File: config.mk
export PLATFORM = sky130hd
export DESIGN_NAME = mem_arbiter_flat
export DESIGN_NICKNAME = d
export VERILOG_FILES = /design/src/rtl/mem_arbiter_pkg.sv /design/src/rtl/mem_arbiter_if.sv /design/src/rtl/mem_arbiter_oam_dma_engine.sv /design/src/rtl/mem_arbiter.sv /design/src/flat_wrapper.sv
export SDC_FILE = /design/constraint.sdc
export NUM_CORES = 1
export LEC_CHECK = 0
export CORE_MARGIN = 2
export CORE_UTILIZATION = 42
export CTS_CLUSTER_DIAMETER = 50
export CTS_CLUSTER_SIZE = 30
export DETAILED_ROUTE_END_ITERATION = 10
export DONT_BUFFER_PORTS = 1
export RECOVER_POWER = 100
export SYNTH_ARGS = -nofsm -noshare
export SYNTH_HDL_FRONTEND = slang
export SYNTH_SLANG_ARGS = --single-unit
File: constraint.sdc
create_clock -name phi1 -period 2.1 [get_ports phi1]
set_clock_uncertainty 0.05 [all_clocks]
set_input_delay 0.42 -clock phi1 [delete_from_list [all_inputs] [get_ports phi1]]
set_output_delay 0.42 -clock phi1 [all_outputs]
set_load 0.005 [all_outputs]
File: src/rtl/mem_arbiter_pkg.sv
// mem_arbiter_pkg: shared definitions for the memory bus arbiter.
// State encodings, bus width defaults and the OAM DMA target address.
// DMA states exist only when OAM_DMA_EN is defined.
package mem_arbiter_pkg;

    localparam int REG_WIDTH_DEF  = 8;
    localparam int ADDR_WIDTH_DEF = 16;
    localparam int STATE_W        = 3;

    // Every DMA write lands on the sprite data port.
    localparam logic [15:0] DMA_TARGET_ADDR = 16'h2004;

    typedef enum logic [STATE_W-1:0] {
        IDLE      = 3'd0,
        FETCH     = 3'd1,
        EXEC      = 3'd2
`ifdef OAM_DMA_EN
        ,
        DMA_DUMMY = 3'd3,
        DMA_ALIGN = 3'd4,
        DMA_READ  = 3'd5,
        DMA_WRITE = 3'd6
`endif
    } state_t;

`ifdef OAM_DMA_EN
    // True for every state in which the DMA engine owns the bus.
    function automatic logic is_dma_state(input state_t s);
        return (s == DMA_DUMMY) || (s == DMA_ALIGN) ||
               (s == DMA_READ)  || (s == DMA_WRITE);
    endfunction
`endif

endpackage

File: src/rtl/mem_arbiter_if.sv
// mem_arbiter_if: requester/memory signal bundle around the arbiter.
// slave modport is the arbiter view, master modport is the environment view.
//
// Handshake: a requester holds *_req (with its address/data) until it sees
// its *_gnt; a request sampled at rising edge k is answered by *_gnt and the
// bus signals after edge k, and the requester samples mem_rdata at edge k+1.
// A request not granted at an edge is simply re-evaluated at the next edge.
interface mem_arbiter_if import mem_arbiter_pkg::*; #(
    parameter int REG_WIDTH  = REG_WIDTH_DEF,
    parameter int ADDR_WIDTH = ADDR_WIDTH_DEF
);
    logic                  fetch_req;
    logic [ADDR_WIDTH-1:0] fetch_addr;
    logic                  exec_req;
    logic                  exec_we;
    logic [ADDR_WIDTH-1:0] exec_addr;
    logic [REG_WIDTH-1:0]  exec_wdata;
    logic                  exec_lock;
    logic                  dma_start;
    logic [REG_WIDTH-1:0]  dma_page;
    logic [REG_WIDTH-1:0]  mem_rdata;
    logic [ADDR_WIDTH-1:0] mem_addr;
    logic [REG_WIDTH-1:0]  mem_wdata;
    logic                  mem_we;
    logic                  fetch_gnt;
    logic                  exec_gnt;
    logic                  dma_busy;
    logic [STATE_W-1:0]    dbg_state;

    modport slave (
        input  fetch_req, fetch_addr, exec_req, exec_we, exec_addr,
               exec_wdata, exec_lock, dma_start, dma_page, mem_rdata,
        output mem_addr, mem_wdata, mem_we, fetch_gnt, exec_gnt, dma_busy,
               dbg_state
    );

    modport master (
        output fetch_req, fetch_addr, exec_req, exec_we, exec_addr,
               exec_wdata, exec_lock, dma_start, dma_page, mem_rdata,
        input  mem_addr, mem_wdata, mem_we, fetch_gnt, exec_gnt, dma_busy,
               dbg_state
    );

endinterface

File: src/rtl/mem_arbiter_oam_dma_engine.sv
// oam_dma_engine: OAM DMA sequencer datapath (page, byte counter, cycle
// phase, latched byte). Present only when OAM_DMA_EN is defined.
// It exposes the values it will hold after the current edge so the
// arbiter can register bus outputs in the same edge as the state change.
`ifdef OAM_DMA_EN
module oam_dma_engine import mem_arbiter_pkg::*; #(
    parameter int REG_WIDTH  = REG_WIDTH_DEF,
    parameter int ADDR_WIDTH = ADDR_WIDTH_DEF
) (
    input  logic                  i_clk,
    input  logic                  i_rst_n,
    input  logic                  i_load,
    input  logic [REG_WIDTH-1:0]  i_page,
    input  logic                  i_read,
    input  logic                  i_write,
    input  logic [REG_WIDTH-1:0]  i_rdata,
    output logic                  o_phase,
    output logic                  o_last,
    output logic [ADDR_WIDTH-1:0] o_next_rd_addr,
    output logic [REG_WIDTH-1:0]  o_next_byte
);

    logic                 r_phase;
    logic [REG_WIDTH-1:0] r_page;
    logic [REG_WIDTH-1:0] r_cnt;
    logic [REG_WIDTH-1:0] r_byte;
    logic [REG_WIDTH-1:0] w_page_next;
    logic [REG_WIDTH-1:0] w_cnt_next;
    logic [REG_WIDTH-1:0] w_byte_next;

    // Next-value logic: load on accepted start, count after each write,
    // capture read data at the edge that leaves the read cycle.
    always_comb begin
        w_page_next = i_load ? i_page : r_page;
        w_cnt_next  = r_cnt;
        if (i_load) begin
            w_cnt_next = '0;
        end else if (i_write) begin
            w_cnt_next = r_cnt + 1'b1;
        end
        w_byte_next = i_read ? i_rdata : r_byte;
    end

    // Sequencer registers; phase free-runs from reset.
    always_ff @(posedge i_clk or negedge i_rst_n) begin
        if (!i_rst_n) begin
            r_phase <= 1'b0;
            r_page  <= '0;
            r_cnt   <= '0;
            r_byte  <= '0;
        end else begin
            r_phase <= ~r_phase;
            r_page  <= w_page_next;
            r_cnt   <= w_cnt_next;
            r_byte  <= w_byte_next;
        end
    end

    assign o_phase        = r_phase;
    assign o_last         = (r_cnt == '1);
    assign o_next_rd_addr = ADDR_WIDTH'({w_page_next, w_cnt_next});
    assign o_next_byte    = w_byte_next;

endmodule
`endif

File: src/rtl/mem_arbiter.sv
// mem_arbiter: single-port memory bus arbiter, priority DMA > exec > fetch.
// All bus outputs and grants are registered from the next-state decision.
// Build option OAM_DMA_EN compiles in the OAM DMA engine; without it the
// block arbitrates exec > fetch only and dma_busy is tied low.
module mem_arbiter import mem_arbiter_pkg::*; #(
    parameter int REG_WIDTH  = REG_WIDTH_DEF,
    parameter int ADDR_WIDTH = ADDR_WIDTH_DEF
) (
    input  logic          phi1,
    input  logic          reset_n,
    mem_arbiter_if.slave  bus
);

    state_t                r_state;
    state_t                w_next_state;
    state_t                w_arb_state;
    logic [ADDR_WIDTH-1:0] r_mem_addr;
    logic [ADDR_WIDTH-1:0] w_mem_addr;
    logic [REG_WIDTH-1:0]  r_mem_wdata;
    logic [REG_WIDTH-1:0]  w_mem_wdata;
    logic                  r_mem_we;
    logic                  w_mem_we;
    logic                  r_fetch_gnt;
    logic                  r_exec_gnt;
    logic                  w_exec_hold;

    // A locked exec access keeps the bus regardless of other requests.
    assign w_exec_hold = (r_state == EXEC) && bus.exec_lock;

`ifdef OAM_DMA_EN
    logic                  r_dma_pend;
    logic                  r_dma_busy;
    logic                  w_dma_busy;
    logic                  w_in_dma;
    logic                  w_dma_load;
    logic                  w_dma_req;
    logic                  w_phase;
    logic                  w_last_byte;
    logic [ADDR_WIDTH-1:0] w_dma_rd_addr;
    logic [REG_WIDTH-1:0]  w_dma_byte;

    // A start is accepted only when no DMA is running or already waiting.
    assign w_in_dma   = is_dma_state(r_state);
    assign w_dma_load = bus.dma_start && !w_in_dma && !r_dma_pend;
    assign w_dma_req  = r_dma_pend || w_dma_load;

    oam_dma_engine #(
        .REG_WIDTH  (REG_WIDTH),
        .ADDR_WIDTH (ADDR_WIDTH)
    ) u_dma (
        .i_clk          (phi1),
        .i_rst_n        (reset_n),
        .i_load         (w_dma_load),
        .i_page         (bus.dma_page),
        .i_read         (r_state == DMA_READ),
        .i_write        (r_state == DMA_WRITE),
        .i_rdata        (bus.mem_rdata),
        .o_phase        (w_phase),
        .o_last         (w_last_byte),
        .o_next_rd_addr (w_dma_rd_addr),
        .o_next_byte    (w_dma_byte)
    );

    // Remember an accepted start that is blocked by an exec lock.
    always_ff @(posedge phi1 or negedge reset_n) begin
        if (!reset_n) begin
            r_dma_pend <= 1'b0;
        end else begin
            r_dma_pend <= w_dma_req && (w_next_state != DMA_DUMMY);
        end
    end
`else
    logic w_unused;
    assign w_unused = ^{bus.dma_start, bus.dma_page, bus.mem_rdata};
`endif

    // State register.
    always_ff @(posedge phi1 or negedge reset_n) begin
        if (!reset_n) begin
            r_state <= IDLE;
        end else begin
            r_state <= w_next_state;
        end
    end

    // Next-state: arbitration outside DMA, fixed sequence inside DMA.
    always_comb begin
        w_arb_state = IDLE;
        if (w_exec_hold) begin
            w_arb_state = EXEC;
`ifdef OAM_DMA_EN
        end else if (w_dma_req) begin
            w_arb_state = DMA_DUMMY;
`endif
        end else if (bus.exec_req) begin
            w_arb_state = EXEC;
        end else if (bus.fetch_req) begin
            w_arb_state = FETCH;
        end

        w_next_state = w_arb_state;
        case (r_state)
`ifdef OAM_DMA_EN
            DMA_DUMMY: w_next_state = w_phase ? DMA_ALIGN : DMA_READ;
            DMA_ALIGN: w_next_state = DMA_READ;
            DMA_READ:  w_next_state = DMA_WRITE;
            DMA_WRITE: w_next_state = w_last_byte ? w_arb_state : DMA_READ;
`endif
            default:   w_next_state = w_arb_state;
        endcase
    end

    // Output decode for the cycle about to start; address and data hold
    // their last value whenever the new owner does not drive them.
    always_comb begin
        w_mem_addr  = r_mem_addr;
        w_mem_wdata = r_mem_wdata;
        w_mem_we    = 1'b0;
`ifdef OAM_DMA_EN
        w_dma_busy  = 1'b0;
`endif
        case (w_next_state)
            FETCH: begin
                w_mem_addr = bus.fetch_addr;
            end
            EXEC: begin
                w_mem_addr  = bus.exec_addr;
                w_mem_wdata = bus.exec_wdata;
                w_mem_we    = bus.exec_we;
            end
`ifdef OAM_DMA_EN
            DMA_DUMMY, DMA_ALIGN: begin
                w_dma_busy = 1'b1;
            end
            DMA_READ: begin
                w_dma_busy = 1'b1;
                w_mem_addr = w_dma_rd_addr;
            end
            DMA_WRITE: begin
                w_dma_busy  = 1'b1;
                w_mem_addr  = ADDR_WIDTH'(DMA_TARGET_ADDR);
                w_mem_wdata = w_dma_byte;
                w_mem_we    = 1'b1;
            end
`endif
            default: ;
        endcase
    end

    // Registered bus outputs and grants.
    always_ff @(posedge phi1 or negedge reset_n) begin
        if (!reset_n) begin
            r_mem_addr  <= '0;
            r_mem_wdata <= '0;
            r_mem_we    <= 1'b0;
            r_fetch_gnt <= 1'b0;
            r_exec_gnt  <= 1'b0;
`ifdef OAM_DMA_EN
            r_dma_busy  <= 1'b0;
`endif
        end else begin
            r_mem_addr  <= w_mem_addr;
            r_mem_wdata <= w_mem_wdata;
            r_mem_we    <= w_mem_we;
            r_fetch_gnt <= (w_next_state == FETCH);
            r_exec_gnt  <= (w_next_state == EXEC);
`ifdef OAM_DMA_EN
            r_dma_busy  <= w_dma_busy;
`endif
        end
    end

    assign bus.mem_addr  = r_mem_addr;
    assign bus.mem_wdata = r_mem_wdata;
    assign bus.mem_we    = r_mem_we;
    assign bus.fetch_gnt = r_fetch_gnt;
    assign bus.exec_gnt  = r_exec_gnt;
    assign bus.dbg_state = r_state;
`ifdef OAM_DMA_EN
    assign bus.dma_busy  = r_dma_busy;
`else
    assign bus.dma_busy  = 1'b0;
`endif

endmodule

File: src/flat_wrapper.sv
// flat-port wrapper written by rule: the top's interface ports become plain ports
module mem_arbiter_flat import mem_arbiter_pkg::*;
#(
    parameter int REG_WIDTH  = REG_WIDTH_DEF,
    parameter int ADDR_WIDTH = ADDR_WIDTH_DEF
)
  (phi1, reset_n, bus_fetch_req, bus_fetch_addr, bus_exec_req, bus_exec_we, bus_exec_addr, bus_exec_wdata, bus_exec_lock, bus_dma_start, bus_dma_page, bus_mem_rdata, bus_mem_addr, bus_mem_wdata, bus_mem_we, bus_fetch_gnt, bus_exec_gnt, bus_dma_busy, bus_dbg_state);
  mem_arbiter_if #(.REG_WIDTH(REG_WIDTH), .ADDR_WIDTH(ADDR_WIDTH)) bus_i ();
  input  logic phi1;
  input  logic reset_n;
  input wire logic [$bits(bus_i.fetch_req)-1:0] bus_fetch_req;
  input wire logic [$bits(bus_i.fetch_addr)-1:0] bus_fetch_addr;
  input wire logic [$bits(bus_i.exec_req)-1:0] bus_exec_req;
  input wire logic [$bits(bus_i.exec_we)-1:0] bus_exec_we;
  input wire logic [$bits(bus_i.exec_addr)-1:0] bus_exec_addr;
  input wire logic [$bits(bus_i.exec_wdata)-1:0] bus_exec_wdata;
  input wire logic [$bits(bus_i.exec_lock)-1:0] bus_exec_lock;
  input wire logic [$bits(bus_i.dma_start)-1:0] bus_dma_start;
  input wire logic [$bits(bus_i.dma_page)-1:0] bus_dma_page;
  input wire logic [$bits(bus_i.mem_rdata)-1:0] bus_mem_rdata;
  output wire logic [$bits(bus_i.mem_addr)-1:0] bus_mem_addr;
  output wire logic [$bits(bus_i.mem_wdata)-1:0] bus_mem_wdata;
  output wire logic [$bits(bus_i.mem_we)-1:0] bus_mem_we;
  output wire logic [$bits(bus_i.fetch_gnt)-1:0] bus_fetch_gnt;
  output wire logic [$bits(bus_i.exec_gnt)-1:0] bus_exec_gnt;
  output wire logic [$bits(bus_i.dma_busy)-1:0] bus_dma_busy;
  output wire logic [$bits(bus_i.dbg_state)-1:0] bus_dbg_state;
  assign bus_i.fetch_req = bus_fetch_req;
  assign bus_i.fetch_addr = bus_fetch_addr;
  assign bus_i.exec_req = bus_exec_req;
  assign bus_i.exec_we = bus_exec_we;
  assign bus_i.exec_addr = bus_exec_addr;
  assign bus_i.exec_wdata = bus_exec_wdata;
  assign bus_i.exec_lock = bus_exec_lock;
  assign bus_i.dma_start = bus_dma_start;
  assign bus_i.dma_page = bus_dma_page;
  assign bus_i.mem_rdata = bus_mem_rdata;
  assign bus_mem_addr = bus_i.mem_addr;
  assign bus_mem_wdata = bus_i.mem_wdata;
  assign bus_mem_we = bus_i.mem_we;
  assign bus_fetch_gnt = bus_i.fetch_gnt;
  assign bus_exec_gnt = bus_i.exec_gnt;
  assign bus_dma_busy = bus_i.dma_busy;
  assign bus_dbg_state = bus_i.dbg_state;
  mem_arbiter #(.REG_WIDTH(REG_WIDTH), .ADDR_WIDTH(ADDR_WIDTH)) u_core (.phi1(phi1), .reset_n(reset_n), .bus(bus_i));
endmodule
# Word level (Yosys, flattened, before mapping)
# Cells that the tools add are included.
# W data, S select, Z words.
# word_totals
ramBits,0
latch_bits,0
memories,0
mem_bits_ro,0
regBits,30
# classes
shifts,0
n_lt_le_gt_ge,0
n_addsub,0
bitwise,0
eq_ne,3
div,0
mux,5
n_reduce_logical,2
n_mul,0
# ops
cell,count
$pmux W16 S2,1
$eq A3 B2 Y1 const B,2
$mux W3,2
$eq A3 B1 Y1 const B,1
$mux W1,2
$reduce_bool A2 Y1,1
$logic_and A1 B1 Y1,1

# Depth between registers and ports, before layout
# Gate-level depths: netlist of run 1.
# depth
ltp_word,5
depth_mapped,7
ltp_nobuf,5

# Worst setup path before layout of run 1
# No wires, ideal clock.
# synth_path
kind,reg-to-reg
from,register u_core.r_state[0] (netlist: u_core.bus.dbg_state[0])
to,register u_core.r_mem_addr[3] (netlist: u_core.bus.mem_addr[3])
setup_slack_ps,577
setup_ps,131
stages_incl_launch_ff,8
t_arrival_ps,1342
required_time_ps,1919
period_less_slack_ps,1523
cell_sequence,dfrtp_1 -> nand3b_1 -> nand3b_1 -> ha_1 -> buf_6 -> buf_12 -> mux2i_1 -> o21ai_1
# synth_via
elab_chain_cells,5
word_cells_on_any_way,7
cone_classes,eq/ne: 3; mux: 2; reduce/logical: 2
# synth_lines
element,line,source
"start, declared",mem_arbiter.sv:14,state_t r_state;
"start signal, assigned",mem_arbiter.sv:82,r_state <= w_next_state;
$eq A3 B2 Y1 *,mem_arbiter.sv:28,assign w_exec_hold = (r_state == EXEC) && bus.exec_lock;
$logic_and A1 B1 Y1 *,mem_arbiter.sv:28,
$mux W3 *,mem_arbiter.sv:89,if (w_exec_hold) begin
$eq A3 B2 Y1 or $eq A3 B1 Y1 (tied branches),mem_arbiter.sv:122,case (w_next_state)
$pmux W16 S2 or $reduce_bool A2 Y1 (tied branches),--,
"end signal, assigned",mem_arbiter.sv:162,r_mem_addr <= w_mem_addr;
"end, declared",mem_arbiter.sv:17,logic [ADDR_WIDTH-1:0] r_mem_addr;
# Mark *: on every way between the ends. The rest lies on a longest branch, timed or not.
# A chain may end at the register's enable or synchronous reset.

# Worst setup path after layout of run 1
# layout_path
from,register u_core.r_state[0] (netlist: u_core.bus.dbg_state[0])
to,register u_core.r_mem_wdata[6] (netlist: u_core.bus.mem_wdata[6])
# layout_via
elab_chain_cells,4
# layout_lines
element,line,source
$eq A3 B2 Y1,mem_arbiter.sv:28,
$logic_and A1 B1 Y1,mem_arbiter.sv:28,
$mux W3,mem_arbiter.sv:89,
net u_core.w_arb_state[1],mem_arbiter.sv:16,state_t w_arb_state;
$eq A3 B2 Y1,mem_arbiter.sv:122,
"end signal, assigned",mem_arbiter.sv:163,r_mem_wdata <= w_mem_wdata;
"end, declared",mem_arbiter.sv:19,logic [REG_WIDTH-1:0] r_mem_wdata;
# The timed path passes the listed nets, and every way through them passes these cells.

==> results of run 1 <==
timing repair:
action	in CTS	in global routing
setup endpoints to repair	0	0
endpoints found under the hold margin	29	0
hold buffers	2	0
buffers inserted	0	0
cell usage after synthesis, drive strengths merged, types with 2 or more instances:
cell type and n:
dfrtp 29, nand2 16, mux2i 16, nand3b 2
ha 3, o21ai 16, buf 7, mux2 8
sequential cells by signal, indices dropped and copies added (netlist names):
name / flops
u_core.bus.dbg_state: 2
u_core.bus.exec_gnt: 1
u_core.bus.mem_we: 1
u_core.bus.mem_wdata: 8
u_core.bus.mem_addr: 16
u_core.bus.fetch_gnt: 1
final timing paths:
| kind | end | slack (ns) | from | cells past startpoint |
|---|---|---|---|---|
| max in group asynchronous | u_core.bus.mem_addr[10]$_DFFE_PN0P_ | 1.32 | reset_n | 2 |
| hold reg to reg | u_core.bus.mem_addr[9]$_DFFE_PN0P_ | 0.47 | u_core.bus.mem_addr[9]$_DFFE_PN0P_ | 2 |
| min in group asynchronous | u_core.bus.mem_wdata[6]$_DFFE_PN0N_ | 0.50 | reset_n | 2 |
| setup / recovery | u_core.bus.mem_wdata[6]$_DFFE_PN0N_ | 0.44 | u_core.bus.dbg_state[0]$_DFF_PN0_ | 4 |
| hold / removal | u_core.bus.dbg_state[0]$_DFF_PN0_ | 0.14 | bus_exec_req | 1 |
| setup reg to reg | u_core.bus.mem_wdata[6]$_DFFE_PN0N_ | 0.44 | u_core.bus.dbg_state[0]$_DFF_PN0_ | 4 |
where the power goes:
group,switching [uW],internal (uW)
registers,72.2,648
clock network,166,133
logic,87.5,80.4
metrics by stage:
| step | setup slack (ns) | hold slack (ns) | cells | util (%) | area (sq um) |
|---|---|---|---|---|---|
| 6_report | 0.4352 | 0.1414 | 140 | 47.81 | 1341 |
| 5_1_grt | 0.2837 | 0.1162 | 140 | 47.81 | 1341 |
| 4_1_cts | 0.4066 | 0.1127 | 140 | 47.81 | 1341 |
| 3_5_place_dp | 0.4238 | 0.07504 | 130 | 45.00 | 1262 |
| 3_3_place_gp | 0.4692 | 0.07503 | 130 | 45.00 | 1262 |
| 2_1_floorplan | 0.5774 | 0.07441 | 105 | - | 1274 |
kinds of logic (layout without fill, tap and decap cells):
family / Yosys count / in the layout
compound gates: 16 / 16
fa+ha+maj: 3 / 3
buf+inv: 8 / 12
flops: 29 / 29
mux: 24 / 24
other cells: 1 / 2
simple gates: 23 / 23
layout make-up:
type	instances	area (sq um)	share of cell area, %
Tap cell	31	38.79	2.892
Multi-Input combinational cell	68	483.0	36.01
Clock buffer	8	48.80	3.638
Timing Repair Buffer	4	45.04	3.358
Sequential cell	29	725.7	54.10
critical path, delay by kind of cell (launching register included):
kind / cells / cell delay [ns]
DFF: 1 / 0.41
adders and majority gates: 1 / 0.39
muxes: 1 / 0.38
and+or+nand+nor: 2 / 0.32
metal layers:
metal | routed length [um] | track usage, %
met5 | 0 | 0
met4 | 15 | 6.169
met3 | 229 | 7.205
met2 | 1167 | 22.06
met1 | 852 | 15.38
==> impl_metrics.py, run 1 <==
metrics = {
    "finish": {
        "mostFrequentLayoutCell": "dfrtp_1",
        "area_growth_pct": 5.616,
        "layout_common_cells": "dfrtp_1, mux2i_1, nand2_1, o21ai_0, mux2_2",
        "num_antenna_cells": 0,
        "drive_gt1_share_pct": 14.68,
        "nets": 174,
        "nFillCells": 270,
    },
    "setup_path": {
        "critical_path.max_stage_delay_ns": 0.41,
        "path_max_fanout": 9,
        "required_ns": 2.25,
        "worst_setup_path_start_kind": "flip-flop",
        "crit_type": "flip-flop to flip-flop",
        "cp-end-kind": "flip-flop",
        "cp.arrival_ns": 1.81,
        "cp_slowest_cell": "dfrtp_1",
        "cp_cell_sequence": "nand3b_1, nand2b_1, ha_1, mux2_2",
    },
    "floorplanning": {
        "dieArea_sq_mm": 0.003480,
        "num_rows": 19,
        "start_util_pct": 45.27,
        "ios": 94,
        "die_y_um": 58.99,
        "core_area_sq_mm": 0.002805,
        "die_w_um": 58.99,
    },
    "logic_synthesis": {
        "synth_simple_gate_area_share_pct": 8.473,
        "synth_top_cell_area_share_pct": 57.14,
        "netlist_instances": 104,
        "synth_fa_ha_area_share_pct": 2.956,
        "synth_edf_count": 0,
        "synth_mux_area_share_pct": 19.70,
        "syn_avg_cell_area_sq_um": 12.21,
        "yosysWarnings": 0,
        "synth_cell_types": 19,
        "synthArstFlopShare_pct": 100.0,
        "synth_compound_area_share_pct": 6.305,
        "netlist_top_cells_area": "dfrtp_1, mux2i_1, mux2_2, nand2_1, o21ai_1",
        "synthXorXnorAreaFrac_pct": 0,
        "synth_top_area_cell": "dfrtp_1",
        "synth_top_family_by_area": "multiplexers",
        "ys_ff_latch": 29,
        "synth_top_flop_cell": "dfrtp_1",
        "ys_seq_area_share_pct": 57.14,
        "syn_area_sq_mm": 0.001270,
    },
    "cts": {
        "cts_buffer_depth": 2,
        "cts.sinks": 29,
        "path_clk_slew_ns": 0.08,
        "clk_latency_ns": 0.30,
        "cts_resized": 0,
        "numCtsBuffers": 5,
        "cts-root-buf": "clkbuf_4",
        "cts.htree.levels": 2,
        "cts_tree": "yes",
    },
    "global_routing": {
        "grt_pass1_wl_mm": 3.484,
        "antenna_found_initial": 0,
        "grt_max_degree": 33,
        "grt_pass1_vias": 761,
        "grt_overflow": 0,
        "track_usage_pct": 13.84,
    },
    "sta": {
        "finalCritPeriodShare_pct": 79.28,
        "max_freq_mhz": 600.7,
        "finalCriticalPeriod_ns": 1.665,
        "tns_ns": 0,
        "rsz0062_at_grt": "false",
        "drv_slew": 0,
        "setup_violations": 0,
        "hold_violations": 0,
    },
    "routing": {
        "vias_per_cell": 5.429,
        "ant_nets": 0,
        "wl_per_cell_um": 16.18,
        "firstDrtPassIters": 7,
        "vias": 760,
        "initialDrtViolationCount": 20,
        "drc": 6,
        "wl_mm": 2.265,
    },
    "pwr": {
        "fin_total_pwr_uw": 1187,
        "p_leak_uw": 0.0006213,
        "vdd.ir_drop.worst_mv": 0.4388,
        "powerDensity_mw_per_mm2": 885.2,
    },
    "hold_path": {
        "hold_path_class": "input pin to flip-flop",
    },
    "place": {
        "finalWeightedCongestion": 0.6289,
        "io_buffers": 0,
    },
    "job": {
        "drv_cap": 0,
    },
    "run_status": {
        "run_status": "finished, violations left",
        "violations": "DRC",
    },
}
(Power assumes the default switching activity.)
==> run 2: changes to the inputs <==
Clock period 2.1 ns to 1.5 ns, I/O delays scaled along.
==> run 2 against run 1 <==
The run ends with DRC, setup timing left; hold slack lost 0.070 ns; power grew 65%; via count grew 10%; final cell count grew 10%; first-iteration DRC count decreased by 20%; sequential share of layout area decreased by 9.2 points; critical path type unchanged; largest power group unchanged; highest routed layer unchanged.
==> impl_metrics.py, run 2 (same netlist as run 1, synthesis figures left out) <==
metrics = {
    "place": {
        "finalWeightedCongestion": 0.6878,
        "io_buffers": 0,
        "placed_cells": 134,
        "hpwl_mm": 1.735,
    },
    "global_routing": {
        "grt_pass1_vias": 850,
        "grt_max_degree": 33,
        "track_usage_pct": 15.86,
        "grt_overflow": 0,
        "antenna_found_initial": 0,
        "grt_pass1_wl_mm": 4.002,
    },
    "setup_path": {
        "cp.arrival_ns": 1.71,
        "critical_path.max_stage_delay_ns": 0.38,
        "path_max_fanout": 4,
        "critPathMostFrequentCell": "nand3b_1",
        "required_ns": 1.66,
        "crit_type": "flip-flop to flip-flop",
        "crit_family": "flip-flops",
        "cp_cell_sequence": "nand3b_1, nand3b_1, buf_4, ha_4, buf_6, mux2_4",
        "cp_slowest_cell": "dfrtp_1",
        "cp-end-kind": "flip-flop",
        "worst_setup_path_start_kind": "flip-flop",
        "path_buf_inv": 2,
    },
    "finish": {
        "nFillCells": 243,
        "mostFrequentLayoutCell": "dfrtp_1",
        "drive_gt1_share_pct": 28.46,
        "area_growth_pct": 27.19,
        "layout_common_cells": "dfrtp_1, mux2i_1, nand2_1, o21ai_1, mux2_4",
        "largest_reg_flops": 16,
        "instances_no_fill": 154,
        "num_antenna_cells": 0,
        "nets": 188,
    },
    "cts": {
        "cts_tree": "yes",
        "numCtsBuffers": 5,
        "path_clk_slew_ns": 0.09,
        "clk_latency_ns": 0.31,
        "cts-root-buf": "clkbuf_4",
        "cts.sinks": 29,
        "cts_buffer_depth": 2,
        "cts.htree.levels": 2,
    },
    "routing": {
        "initialDrtViolationCount": 16,
        "vias": 838,
        "vias_per_cell": 5.442,
        "drc": 4,
        "ant_nets": 0,
        "firstDrtPassIters": 9,
        "wl_per_cell_um": 18.32,
        "wl_mm": 2.822,
    },
    "pwr": {
        "p_leak_uw": 0.0007749,
        "powerDensity_mw_per_mm2": 1209,
        "vdd.ir_drop.worst_mv": 0.7504,
    },
    "sta": {
        "rsz0062_at_grt": "true",
        "hold_violations": 0,
        "tns_ns": -0.8372,
        "setup_violations": 24,
        "finalCritPeriodShare_pct": 103.7,
        "tightestPinTransition_ns": 0.6985,
        "slew_headroom_pct": 53.44,
        "finalCriticalPeriod_ns": 1.556,
        "drv_slew": 0,
        "max_freq_mhz": 642.9,
        "setup_slack_ns": -0.05554,
    },
    "floorplanning": {
        "core_area_sq_mm": 0.002805,
        "start_util_pct": 45.27,
        "die_w_um": 58.99,
        "num_rows": 19,
        "ios": 94,
        "dieArea_sq_mm": 0.003480,
        "die_y_um": 58.99,
    },
    "run_status": {
        "violations": "DRC, setup timing",
        "run_status": "finished, violations left",
    },
    "hold_path": {
        "hold_path_class": "input pin to flip-flop",
    },
    "job": {
        "drv_cap": 0,
    },
}
-- run 2: metal layers --
metal  routed length, um  up-vias  GRT usage (%)
met5                   0        -              0
met4                  34        0          6.169
met3                 252        6          6.550
met2                1445       45          26.98
met1                1088      397          17.61
li1                    -      390              -
-- run 2: path summary, 6_finish.rpt --
kind	start	to	slack (ns)	cells after the start
worst max-delay path	u_core.bus.dbg_state[0]$_DFF_PN0_	u_core.bus.mem_wdata[5]$_DFFE_PN0N_	-0.06	6
worst min-delay path	bus_exec_we	u_core.bus.mem_we$_DFF_PN0_	0.07	1
worst max register to register	u_core.bus.dbg_state[0]$_DFF_PN0_	u_core.bus.mem_wdata[5]$_DFFE_PN0N_	-0.06	6
worst min register to register	u_core.bus.mem_addr[7]$_DFFE_PN0P_	u_core.bus.mem_addr[7]$_DFFE_PN0P_	0.47	2
max in group asynchronous	reset_n	u_core.bus.mem_addr[13]$_DFFE_PN0P_	0.43	2
min in group asynchronous	reset_n	u_core.bus.mem_we$_DFF_PN0_	0.52	2
-- run 2: repair_timing --
action / CTS / global route
buffers inserted: 7 / 0
endpoints found under the hold margin: 29 / 1
hold buffers: 2 / 1
gates cloned: 1 / 2
resized for setup: 22 / 2
endpoints found under the setup margin: 24 / 25
pin swaps: 3 / 1
-- run 2: report_power, final --
| group | total (uW) | internal, uW | switching [uW] | leakage [uW] |
|---|---|---|---|---|
| registers | 1000 | 907 | 98.2 | 0.000349 |
| logic | 418 | 242 | 176 | 0.000384 |
| clock network | 531 | 271 | 260 | 0.0000413 |
| total | 1950 | 1420 | 533 | 0.000775 |
-- run 2: area by class of cell --
| cell class | count | area, sq um | share of cell area [%] |
|---|---|---|---|
| sequential | 29 | 725.7 | 44.93 |
| multi-input combinational | 68 | 543.0 | 33.62 |
| timing repair buffer | 18 | 237.7 | 14.72 |
| clock buffer | 7 | 65.06 | 4.028 |
| tap | 31 | 38.79 | 2.401 |
| clock inverter | 1 | 5.005 | 0.3098 |
-- run 2: per-stage QoR --
stage          setup WS (ns)  cell area [sq um]  hold slack [ns]  total power, uW  utilization, %
6_report            -0.05554               1615          0.07102             1953           57.58
5_1_grt              -0.1450               1615          0.04272             2077           57.58
4_1_cts             -0.06467               1562       0.00005521             1944           55.66
3_5_place_dp        -0.09358               1330         -0.04490             1297           47.41
3_3_place_gp        -0.02525               1330         -0.04499             1276           47.41
2_1_floorplan       -0.02256               1274         -0.04559             1210               -
==> run 3: changes to the inputs <==
Settings changed: SLEW_MARGIN set to 20.
==> results of run 3 <==
The final DEF is identical to that of run 2; final timing and power are the same.
